## config.mk

```make
export PLATFORM = sky130hd
export DESIGN_NAME = uart_tx_arbiter
export DESIGN_NICKNAME = d
export VERILOG_FILES = /design/src/rtl/uart_tx_arbiter.sv
export SDC_FILE = /design/constraint.sdc
export NUM_CORES = 1
export LEC_CHECK = 0
export CAP_MARGIN = 15
export CELL_PAD_IN_SITES_DETAIL_PLACEMENT = 2
export CELL_PAD_IN_SITES_GLOBAL_PLACEMENT = 2
export CORE_AREA = 2 2 89 57
export DETAILED_ROUTE_END_ITERATION = 6
export DIE_AREA = 0 0 91 59
export GPL_ROUTABILITY_DRIVEN = 0
export HOLD_SLACK_MARGIN = 0.03
export PLACE_DENSITY = 0.84
export SETUP_SLACK_MARGIN = 0.5
export SLEW_MARGIN = 20
export SYNTH_ARGS = -nofsm -noshare
export SYNTH_HDL_FRONTEND = slang
export SYNTH_SLANG_ARGS = --single-unit
```

## constraint.sdc

```tcl
create_clock -name clk -period 3.6 [get_ports clk]
set_input_delay 0.9 -clock clk [delete_from_list [all_inputs] [get_ports clk]]
set_output_delay 0.9 -clock clk [all_outputs]
set_load 0.005 [all_outputs]
```

## src/rtl/uart_tx_arbiter.sv

```systemverilog
// Packet-granular round-robin arbiter sharing one UART TX FIFO push port
// between several byte-stream sources, with an optional source-ID header.
module uart_tx_arbiter #(
    parameter int NUM_SRC = 3,
    parameter int DATA_WIDTH = 8,
    parameter bit HDR_EN = 1'b1,
    parameter logic [DATA_WIDTH-1:0] HDR_BASE = 8'hA0,
    localparam int GW = $clog2(NUM_SRC)
) (
    input  logic                          clk,
    input  logic                          reset,
    input  logic [NUM_SRC-1:0]            src_valid,
    input  logic [NUM_SRC*DATA_WIDTH-1:0] src_data,
    input  logic [NUM_SRC-1:0]            src_last,
    output logic [NUM_SRC-1:0]            src_ready,
    output logic [DATA_WIDTH-1:0]         tx_data,
    output logic                          push,
    input  logic                          tx_fifo_full,
    output logic [GW-1:0]                 grant,
    output logic                          busy
);

    typedef enum logic [1:0] {
        IDLE,
        HDR,
        PAYLOAD
    } state_t;

    state_t state, state_d;
    logic [GW-1:0] grant_q, grant_d;
    logic [GW-1:0] last_grant_q, last_grant_d;
    logic [GW-1:0] winner;
    logic found;
    logic [DATA_WIDTH-1:0] sel_data;
    logic sel_valid;
    logic sel_last;
    logic [DATA_WIDTH-1:0] hdr_byte;

    // Search starts one past the previous owner so every waiter is reached.
    always_comb begin
        int idx_i;
        logic [GW-1:0] idx;
        winner = last_grant_q;
        found = 1'b0;
        for (int k = 1; k <= NUM_SRC; k++) begin
            idx_i = (int'(last_grant_q) + k) % NUM_SRC;
            idx = GW'(idx_i);
            if (!found && src_valid[idx]) begin
                found = 1'b1;
                winner = idx;
            end
        end
    end

    always_comb begin
        sel_data = '0;
        sel_valid = 1'b0;
        sel_last = 1'b0;
        for (int i = 0; i < NUM_SRC; i++) begin
            if (grant_q == GW'(i)) begin
                sel_data = src_data[i*DATA_WIDTH +: DATA_WIDTH];
                sel_valid = src_valid[i];
                sel_last = src_last[i];
            end
        end
    end

    assign hdr_byte = HDR_BASE + DATA_WIDTH'(grant_q);

    always_comb begin
        state_d = state;
        grant_d = grant_q;
        last_grant_d = last_grant_q;
        push = 1'b0;
        tx_data = '0;
        unique case (state)
            IDLE: begin
                if (found) begin
                    grant_d = winner;
                    state_d = HDR_EN ? HDR : PAYLOAD;
                end
            end
            HDR: begin
                tx_data = hdr_byte;
                push = !tx_fifo_full;
                if (push) begin
                    state_d = PAYLOAD;
                end
            end
            PAYLOAD: begin
                tx_data = sel_data;
                push = sel_valid && !tx_fifo_full;
                if (push && sel_last) begin
                    state_d = IDLE;
                    last_grant_d = grant_q;
                end
            end
            default: begin
                state_d = IDLE;
            end
        endcase
        for (int i = 0; i < NUM_SRC; i++) begin
            src_ready[i] = (state == PAYLOAD) && push
                           && (grant_q == GW'(i));
        end
    end

    always_ff @(posedge clk or posedge reset) begin
        if (reset) begin
            state <= IDLE;
            grant_q <= '0;
            last_grant_q <= GW'(NUM_SRC - 1);
        end else begin
            state <= state_d;
            grant_q <= grant_d;
            last_grant_q <= last_grant_d;
        end
    end

    assign grant = grant_q;
    assign busy = (state != IDLE);

endmodule

```

==> impl_metrics.toml <==
[run_status]
status = "completed"

[yosys]
synth-main-ff-cell = "dfrtp_1"
yosys.area_share.xor_xnor = 0
yosysSeqAreaShare = 0.159
synth_area_per_cell_um2 = 7.70
ys_types = 43
synthTopCellsByArea = "dfrtp_1 13%, mux2i_1 12%, ha_1 9.2%"
syn_nets = 164
yosys.area.top_type = "dfrtp_1"
synth_top_area_share = 0.131
synthTopCellsByCount = "11 x mux2i_1, 11 x nand2_1, 9 x nor2_1, 9 x o21ai_0"
synthMuxAreaShare = 0.139
synth-edff-count = 0
synth_compound_area_frac = 0.290
synthAdderAreaFrac = 0.0917
ys_ff_latch = 6
synth-warning-count = 0
syn_inst = 124
async_flop_share = 1.00
synth_top_family_by_area = "compound AO/OA/AOI/OAI gates"
syn_area_um2 = 955
synth-simple-area-share = 0.242

[critical_path]
critical_path.slowest_cell = "clkdlybuf4s50_1"
crit_type = "in2out"
critPathArrivalTime_ps = 2120
worstSetupEndpointType = "output port"
required_ps = 2700
path_cells = "clkdlybuf4s50_1 -> buf_4 -> o21ai_0 -> nor4_1 -> clkdlybuf4s15_1"
crit_fanout = 6
cp-start-kind = "input pin"
slowest_delay_ps = 480

[pwr]
power.density_cell_area_mw_per_mm2 = 714
p_leak_nw = 0.668
vdd_drop_max_mv = 0.168

[drt]
ant_nets = 0
dr_total_vias = 1170
wl_per_cell_um = 16.3
dr.pass1.iters = 4
drt_iter0_drc = 48
totalWireLength_mm = 3.87
drc = 0
routed_via_density = 4.92

[sta]
setup_viol = 0
fmax_mhz = 331
slew_headroom = 0.645
hold_viol = 0
skew_ps = 4.94
final-max-slew-violation-count = 0
tns_ps = 0
tightest_slew_ps = 531
rsz0062_at_grt = "no"
fin_crit_ps = 3020
timing.final.crit_share = 0.840

[placed_design]
place.port_buffers = 47
dp_cells = 234
dp_hpwl_mm = 3.22

[clock_tree]
clock_path_buffers = 2
path_clk_slew_ps = 40
h-tree-depth = 1
cts_made_buffers = 3
clk_latency_ps = 230
ctsHoldBuffers = 0
cts_sinks = 6
cts_tree = "yes"
cts_root_buf = "clkbuf_8"

[die]
dieArea_mm2 = 0.00537
core_mm2 = 0.00447
chipWidth_um = 91
io_pins = 48
core.rowCount = 19
initial_core_util = 0.214
chipHeight_um = 59

[cells_and_area]
multi_input_area_um2 = 728
drive_above_1_share = 0.114
ff_latch_area_um2 = 151
fillers = 536
syn2layout_area_growth_pct = 62.6
fin_nets = 216
finalNonFillerCells = 238
diodes = 0

[grt]
grt_overflow = 0
grt_first_pass_wirelength_mm = 6.40
grtUsageMet3 = 0.0254
busiest_layer = "met2"
grt_antenna_before_repair = 0
grt_pass1_vias = 1280
met2_usage = 0.250
grt_max_degree = 23
met1_usage = 0.207
grt.total_usage = 0.149

[run]
maxCapViolations = 0

[min_path]
holdCritPathClass = "reg2reg"
layout make-up:
class,instances,area share
Clock buffer,4,0.0290
Inverter,7,0.0169
Multi-Input combinational cell,102,0.469
Sequential cell,6,0.0975
Tap cell,63,0.0508
Timing Repair Buffer,56,0.337
metal layers:
layer	wire, µm	part of all wire
met2	1750	0.45
met4	16	0.0041
met5	0	0
met1	1940	0.50
met3	161	0.042
power by group:
group	total, mW	internal, mW	switching [mW]
combinational	0.860	0.391	0.469
sequential	0.140	0.107	0.0330
clock	0.108	0.0764	0.0319
flip-flops by register name, indices dropped and copies added, names as in the netlist:
signal,cells
grant,2
last_grant_q,2
state,2
worst paths after layout:
| kind | start | end | slack, ps | cells past startpoint |
|---|---|---|---|---|
| max in group asynchronous | reset | last_grant_q[1]$_DFFE_PP1P_ | 2370 | 2 |
| hold / removal | last_grant_q[0]$_DFFE_PP0P_ | last_grant_q[0]$_DFFE_PP0P_ | 590 | 1 |
| setup / recovery | src_valid[2] | src_ready[2] | 580 | 5 |
| min in group asynchronous | reset | state[0]$_DFFE_PP0P_ | 940 | 2 |
| hold reg to reg | last_grant_q[0]$_DFFE_PP0P_ | last_grant_q[0]$_DFFE_PP0P_ | 590 | 1 |
| setup reg to reg | last_grant_q[1]$_DFFE_PP1P_ | grant[0]$_DFFE_PP0P_ | 1520 | 6 |
stage by stage:
| step | hold WS, ps | power, mW | utilization | setup slack [ps] | instance area (µm²) |
|---|---|---|---|---|---|
| 6_report | 586 | 1.11 | 0.347 | 575 | 1550 |
| 2_1_floorplan | 534 | 0.693 | - | 1210 | 955 |
| 3_5_place_dp | 585 | 1.03 | 0.341 | 207 | 1520 |
| 3_3_place_gp | 578 | 0.980 | 0.341 | 227 | 1520 |
| 4_1_cts | 593 | 1.12 | 0.348 | 492 | 1550 |
| 5_1_grt | 621 | 1.22 | 0.347 | 508 | 1550 |
cells in the final DEF (no fill, tap or decap), drive strengths merged, types with 2 or more instances in the layout:
master          n
dlygate4sd2    10
nor2b           3
dfrtp           5
mux2            2
buf             9
nand3           4
nand2b          3
nor3            3
nor2            9
o211ai          3
clkbuf          5
ha              7
o21ai          10
o21bai          2
nor4            5
or4             2
mux2i          11
a21oi           7
nand2          11
clkdlybuf4s50  34
o22a            5
inv             7
critical path: cells and delay by family:
kind	cells	cell delay [ps]
buffers and inverters	3	880
and+or+nand+nor	1	260
AOI/OAI and AO/OA	1	80
kinds of logic (layout without fill, tap and decap cells):
logic type,after synthesis,in the layout
AND/OR/NAND/NOR,43,43
AO/OA/AOI/OAI,39,39
buffers and inverters,16,67
flip-flops,6,6
multiplexers,13,13
adder cells (fa/ha/maj),7,7
what timing repair did:
item | in CTS | in global routing
gates resized for setup | 13 | 4
setup endpoints to repair | 11 | 3
pin swaps | 1 | 2
buffers inserted | 0 | 0
(Power assumes the default switching activity.)
